### src/rtl/fp_max_search.sv
// fp_max_search: streams len words out of a sync-read buffer and keeps the
// running maximum above a threshold. The data are sign-magnitude fixed point.
// It returns the peak value, the index of that peak and a found flag.
module fp_max_search #(
    parameter int Q  = 16,
    parameter int N  = 32,
    parameter int AW = 8
) (
    input  logic          clk,
    input  logic          rst_n,
    input  logic          start,
    input  logic [AW-1:0] len,
    input  logic [N-1:0]  thresh,
    output logic          mem_rd_en,
    output logic [AW-1:0] mem_addr,
    input  logic [N-1:0]  mem_data,
    output logic          busy,
    output logic          done,
    output logic          found,
    output logic [N-1:0]  max_val,
    output logic [AW-1:0] max_idx
);

    // Q only positions the binary point. Ordering in sign-magnitude does not
    // depend on it, so it is only range-checked here.
    if (Q < 0 || Q > N - 1) begin : g_bad_q
        $error("fp_max_search: Q must lie in 0..N-1");
    end

    typedef enum logic [1:0] {
        IDLE  = 2'd0,
        RUN   = 2'd1,
        DRAIN = 2'd2,
        DONE  = 2'd3
    } state_t;

    // Sign-magnitude strict greater-than.
    // +0 ranks above -0, and a larger magnitude ranks lower among negatives.
    function automatic logic gt(input logic [N-1:0] a, input logic [N-1:0] b);
        logic res;
        if (a == b) begin
            res = 1'b0;
        end else if (a[N-1] != b[N-1]) begin
            res = ~a[N-1];
        end else if (!a[N-1]) begin
            res = (a[N-2:0] > b[N-2:0]);
        end else begin
            res = ~(a[N-2:0] > b[N-2:0]);
        end
        return res;
    endfunction

    state_t        state_q, state_d;
    logic [AW-1:0] len_q, len_d;
    logic          rd_en_q, rd_en_d;
    logic [AW-1:0] addr_q, addr_d;
    // Tracks which address the word on mem_data belongs to, one cycle behind the read.
    logic          vld_q, vld_d;
    logic [AW-1:0] jdx_q, jdx_d;
    // Running maximum.
    logic [N-1:0]  cur_q, cur_d;
    logic [AW-1:0] idx_q, idx_d;
    logic          cfound_q, cfound_d;
    // Published results. They hold until the next DONE.
    logic          found_q, found_d;
    logic [N-1:0]  maxv_q, maxv_d;
    logic [AW-1:0] maxi_q, maxi_d;

    // Next-state, read sequencing and running-maximum update.
    always_comb begin
        state_d  = state_q;
        len_d    = len_q;
        rd_en_d  = rd_en_q;
        addr_d   = addr_q;
        vld_d    = rd_en_q;
        jdx_d    = addr_q;
        cur_d    = cur_q;
        idx_d    = idx_q;
        cfound_d = cfound_q;
        found_d  = found_q;
        maxv_d   = maxv_q;
        maxi_d   = maxi_q;

        // Compare stage: the word read last cycle is checked against the running max.
        // The update is strict, so on a tie the earlier index is kept.
        if (vld_q && gt(mem_data, cur_q)) begin
            cur_d    = mem_data;
            idx_d    = jdx_q;
            cfound_d = 1'b1;
        end

        unique case (state_q)
            IDLE: begin
                if (start) begin
                    len_d    = len;
                    cur_d    = thresh;
                    idx_d    = '0;
                    cfound_d = 1'b0;
                    if (len == '0) begin
                        state_d = DONE;
                        found_d = 1'b0;
                        maxv_d  = '0;
                        maxi_d  = '0;
                    end else begin
                        state_d = RUN;
                        rd_en_d = 1'b1;
                        addr_d  = '0;
                    end
                end
            end
            RUN: begin
                if (addr_q == len_q - AW'(1)) begin
                    rd_en_d = 1'b0;
                    state_d = DRAIN;
                end else begin
                    addr_d = addr_q + AW'(1);
                end
            end
            DRAIN: begin
                // The last word is evaluated this cycle. Publish the post-update values
                // so the results are valid while done is high.
                state_d = DONE;
                found_d = cfound_d;
                maxv_d  = cfound_d ? cur_d : '0;
                maxi_d  = cfound_d ? idx_d : '0;
            end
            DONE: begin
                state_d = IDLE;
            end
            default: begin
                state_d = IDLE;
            end
        endcase
    end

    // State and datapath registers. An async reset aborts the run and clears the results.
    always_ff @(posedge clk or negedge rst_n) begin
        if (!rst_n) begin
            state_q  <= IDLE;
            len_q    <= '0;
            rd_en_q  <= 1'b0;
            addr_q   <= '0;
            vld_q    <= 1'b0;
            jdx_q    <= '0;
            cur_q    <= '0;
            idx_q    <= '0;
            cfound_q <= 1'b0;
            found_q  <= 1'b0;
            maxv_q   <= '0;
            maxi_q   <= '0;
        end else begin
            state_q  <= state_d;
            len_q    <= len_d;
            rd_en_q  <= rd_en_d;
            addr_q   <= addr_d;
            vld_q    <= vld_d;
            jdx_q    <= jdx_d;
            cur_q    <= cur_d;
            idx_q    <= idx_d;
            cfound_q <= cfound_d;
            found_q  <= found_d;
            maxv_q   <= maxv_d;
            maxi_q   <= maxi_d;
        end
    end

    assign mem_rd_en = rd_en_q;
    assign mem_addr  = addr_q;
    assign busy      = (state_q != IDLE);
    assign done      = (state_q == DONE);
    assign found     = found_q;
    assign max_val   = maxv_q;
    assign max_idx   = maxi_q;

endmodule

### config.mk
export PLATFORM = sky130hd
export DESIGN_NAME = fp_max_search
export DESIGN_NICKNAME = d
export VERILOG_FILES = /design/src/rtl/fp_max_search.sv
export SDC_FILE = /design/constraint.sdc
export NUM_CORES = 1
export LEC_CHECK = 0
export ABC_CLOCK_PERIOD_IN_PS = 2800
export CAP_MARGIN = 10
export CORE_ASPECT_RATIO = 0.9
export CORE_MARGIN = 2
export CORE_UTILIZATION = 47
export CTS_CLUSTER_SIZE = 10
export DETAILED_ROUTE_END_ITERATION = 8
export PLACE_DENSITY = 0.73
export SETUP_SLACK_MARGIN = 0.4
export SLEW_MARGIN = 25
export SYNTH_ARGS = -nofsm -noshare
export SYNTH_HDL_FRONTEND = slang
export SYNTH_SLANG_ARGS = --single-unit
### constraint.sdc
create_clock -name clk -period 2.8 [get_ports clk]
set_clock_uncertainty 0.2 [all_clocks]
set_input_delay 0.56 -clock clk [delete_from_list [all_inputs] [get_ports clk]]
set_output_delay 0.56 -clock clk [all_outputs]
set_load 0.05 [all_outputs]
After elaboration in Yosys (flattened, before gate mapping)
Index checks and enable logic that the tools add are counted.
- output and inout port bits: 52
- word-level logic and storage cells: 74
- bits in registers: 110
- equal/unequal tests: 11
- bitwise gates (word level): 2
- reductions and logical operators: 11
- muxes and demuxes: 35
- order comparisons: 1
- add/sub/neg operators: 2
- operators with widths (cell ; count):
    $mux 32 ; 6
    $mux 8 ; 9
    $pmux 32 s2 ; 1
    $eq 32x32->1 ; 1
    $pmux 8 s2 ; 2
    $gt 31x31->1 ; 1
    $mux 1 ; 11
    $ne 2x2->1 const B ; 5
    $add 8x1->8 const B ; 1
    $eq 8x8->1 ; 1
    $logic_not 8->1 ; 1
    $pmux 2 s4 ; 1
    $reduce_and 4->1 ; 2
    $sub 8x1->8 const B ; 1
    $mux 2 ; 3
    $reduce_bool 2->1 ; 3
    $eq 2x2->1 const B ; 2
    $pmux 1 s2 ; 2
    $reduce_and 2->1 ; 2
    $reduce_and 3->1 ; 1
    $eq 2x1->1 const B ; 1
    $logic_not 2->1 ; 1
    $not 1->1 ; 2
    $logic_and 1x1->1 ; 1
    $ne 1x1->1 ; 1

Longest topological paths before layout
- word-level depth: 9
- gate-level depth with buffers: 11
- gate-level depth less buffers: 9

Worst setup path after synthesis
Ideal clock, no wire load.
- path kind: input port to flip-flop
- from: input port mem_data[29]
- to: register maxi_q[7], in the netlist max_idx[7]
- slack: -240 ps
- arrival time: 2760 ps
- required time: 2520 ps
- setup time: 80 ps
- path buffers: 2
- cell stages on the path: 9
- cells stage by stage: ha_1 > nand4_1 > nor4_1 > o41a_1 > mux2_4 > a211o_1 > buf_2 > buf_6 > o211ai_2
- cells in the longest elaborated chain, start to end: 9
- RTL lines (what ; RTL line ; source):
    from (decl) ; 16 ; input logic [N-1:0] mem_data,
    $gt 31x31->1 ; 46, 48 ;
    $not 1->1 ; 48 ; res = ~(a[N-2:0] > b[N-2:0]);
    $mux 1 ; 45 ; end else if (!a[N-1]) begin
    $mux 1 ; 43 ; end else if (a[N-1] != b[N-1]) begin
    $mux 1 (*) ; 41 ; if (a == b) begin
    $logic_and 1x1->1 (*) ; 86 ; if (vld_q && gt(mem_data, cur_q)) begin
    $mux 8 or $mux 1 (tied branches) ; 86 ;
    $mux 8 (*) ; 125 ; maxi_d = cfound_d ? idx_d : '0;
    $pmux 8 s2 (*) ; 92 ; unique case (state_q)
    to (signal assigned) ; 163 ; maxi_q <= maxi_d;
    to (decl) ; 67 ; logic [AW-1:0] maxi_q, maxi_d;
Mark *: on every way between the ends. The rest lies on a longest branch, timed or not.
A chain may end at the register's enable or synchronous reset.

Worst setup path after layout
- from: input port mem_data[6]
- to: register maxi_q[1], in the netlist max_idx[1]
The elaborated chain is that of the path after synthesis.

==> impl_results.md <==
* Switch Pwr at 4450 µW
* CP arrival at 3.09 ns
* Core Footprint at 0.0132 mm²
* Post-Syn Area per Cell at 8.84 µm²
* Clk_lat worst skew at between 0.3 and 0.4 ns
* Max Cap Viol at 0
* Vias in the first global route at about 6500
* DRC Markers at 0
* Pin count of the biggest net entering global routing at 69
* Tot Pwr at 9720 µW
* Gr usage total at 0.282
* CTS tree: done
* Post-synthesis register bit count at 110
* Max Clk Rate at about 0.33 GHz
* Max clock buf depth at 2
* # port buffers at 126
* Leak at 0.00426 µW
* Worst slack, placed at -0.839 ns
* Final Hold Viols at 0
* Clock period minus worst slack at 3.02 ns
* DR vias/cell at 5.97
* Worst setup SP type: primary input
* GRT Residual Overflow at 0
* Hold_ws at 0.0294 ns
* Layout cell share with drive strength beyond 1 at 0.233
* Internal power at 5270 µW
* Hold bufs inserted after CTS at 0
* Clk sinks at 110
* DP HPWL at around 13 mm
* Final period util at 1.08
* Kind of critical path: primary input to flop
* Antenna-violating nets left at 0
* Gp weighted congestion at 0.856
* Area delta synth->final at 51.0%
* Unique cell type count in the Yosys netlist at 47
* WL/cell at 19.1 µm
* Initial antenna violation count at 0
* Clk Tree Root Cell: clkbuf_16
* Beginning of the critical path: mem_data[6]
* Synth top area share at 0.439
* Global-route wire length before repair at 32.1 mm
* CP Capture Type: flop
* Status: finished, violations left
* Initial Util at 0.475
* Yosys warning total at 0
* Clk pin slew, worst setup/hold paths at 0.07 ns
* Via Count at 6437
* Tightest Pin Transition at roughly 0.73 ns
* # diodes at 0
* Initial DRC Count at 602
* DR pass1 iterations at 7
* Reg2reg path depth at 11
* Sw Ratio at 0.458
* Crit-path max cell delay at 0.39 ns
* R2R Path End: max_idx[1]$_DFFE_PN0P_
* Die H at between 100 and 150 µm
* Mapped Nets at 822
* Worst Path Required at 2.87 ns
* Main synth FF type: dfrtp_1
* Cell mode on critical path: buf_12
* Crit path capture: max_idx[1]$_DFFE_PN0P_
* RSZ-0062 raised after global routing: true
* Final #Nets at 1017
* Area of the die at 0.0143 mm²
* Leading area contributor after synthesis: dfrtp_1
* CP max-delay cell: a211o_4
* R2R setup slack at -0.22 ns
* Worst path cell trace: dlygate4sd2_1, ha_1, o21ai_1, nor2_1, o31a_1, o41a_1, mux2_4, a211o_4, buf_12, buf_12, o211ai_1
* Clock power share at 0.128
* Asr flop ratio synth at 1.00
* Cts bufs inserted at 9
* IO Pins at 127
* Max VDD drop at 0.567 mV
* Post-Route Setup TNS at -7.28 ns
* Die W at roughly 130 µm
* Slew headroom at 0.516
* Power density over cell area at 1030 mW/mm²
* CP max FO at 5
* Final wirelength at 20.6 mm
* CTS H-tree depth at 3
* Setup ws final at -0.221 ns
* Failing checks: negative setup slack
* Comb power frac at 0.604
* Row count at 40
* Reg2reg start: cur_q[4]$_DFF_PN0_
* Register area share after synthesis at 0.439
* Top post-synthesis cells by area: dfrtp_1 44%, nand2_1 8.5%, nand4_1 7.9%, o211ai_1 7.5%, ha_1 7.4%
* Max-slew violation count at 0
* Count of flip-flops with a built-in enable after synthesis at 0
* Commonest non-fill, non-tap cell in the layout: nand2_1
* Most frequent cells in the layout: 141 x nand2_1, 108 x dfrtp_1, 81 x clkdlybuf4s50_1
* Final setup violation count at just under 80
* Cell Area, Synth at approximately 0.0063 mm²
* Part of the power in registers at 0.268
* Mapped Cells at 710
* Min-delay worst type: primary input to async pin
==> critical path, delay by kind of cell <==
family                     cells  cell delay, ns
muxes                          1            0.34
AOI/OAI and AO/OA              5            1.29
adders and majority gates      1            0.29
buffers and inverters          3            0.54
and+or+nand+nor                1            0.07
==> worst min path at each step <==
stage	slack, ns	to
2_1_floorplan	0.06	async pin
3_3_place_gp	0.24	vld_q$_DFF_PN0_
3_5_place_dp	0.23	vld_q$_DFF_PN0_
4_1_cts	0.05	max_val[3]$_DFFE_PN0P_
5_1_grt	0.08	max_val[3]$_DFFE_PN0P_
6_report	0.03	max_val[4]$_DFFE_PN0P_
==> sequential cells by signal, summed over array words and instances (netlist names), named ones only <==
| name | count |
|---|---|
| mem_addr | 8 |
| found | 1 |
| cur_q | 32 |
| state_q | 2 |
| jdx_q | 8 |
| max_val | 32 |
| max_idx | 8 |
| cfound_q | 1 |
| len_q | 8 |
| mem_rd_en | 1 |
| vld_q | 1 |
==> power groups by stage <==
stage | Sequential (µW) | Clock, µW | Combinational, µW
after floorplan | 3270 | 0 | 2400
after global placement | 2580 | 0 | 4520
after detailed placement | 2620 | 0 | 4680
after CTS | 2590 | 1240 | 5460
after global routing | 2670 | 1300 | 6300
final | 2610 | 1240 | 5870
==> area by class of cell <==
cell class                 instances  area (µm²)
sequential                       110        2760
multi-input combinational        474        3540
inverter                          80         302
fill                             915        3740
clock inverter                     3        20.0
tap                              168         210
timing repair buffer             230        2400
clock buffer                      13         250
==> per-layer routing <==
metal	part of all wire	GRT usage	wire length (µm)
met1	0.40	0.348	8240
met2	0.50	0.489	10400
met3	0.068	0.0478	1410
met4	0.030	0.127	619
met5	0	0	0
==> cells in the mapped netlist, drive strengths merged (8+ instances only) <==
library cell and number:
xnor2 8, a21oi 26, nand4 79, clkbuf 29
buf 17, dfrtp 110, ha 37, a21o 10
o21ai 16, nand2 142, o211ai 73, inv 79
nand3 14, nor2 12
==> metrics by stage <==
step / std cells / util / area [µm²]
2_1_floorplan: 710 / - / 6410
3_3_place_gp: 1019 / 0.620 / 8190
3_5_place_dp: 1019 / 0.620 / 8190
4_1_cts: 1070 / 0.694 / 9170
5_1_grt: 1078 / 0.717 / 9480
6_report: 1078 / 0.717 / 9480
==> cells by family after synthesis <==
kind of cell | count (synthesis) | synth area share
and+or+nand+nor | 272 | 0.208
AOI/OAI and AO/OA | 150 | 0.176
buffers and inverters | 126 | 0.0797
DFF | 110 | 0.439
adders and majority gates | 37 | 0.0737
xor gates and xnor gates | 12 | 0.0179
muxes | 3 | 0.00558
==> timing repair <==
item	in CTS	in global routing
resized for setup	141	45
buffers inserted	28	7
endpoints found under the setup margin	102	94
cloned	7	1
pin swaps	48	22
Power figures use the tool's default switching activity.
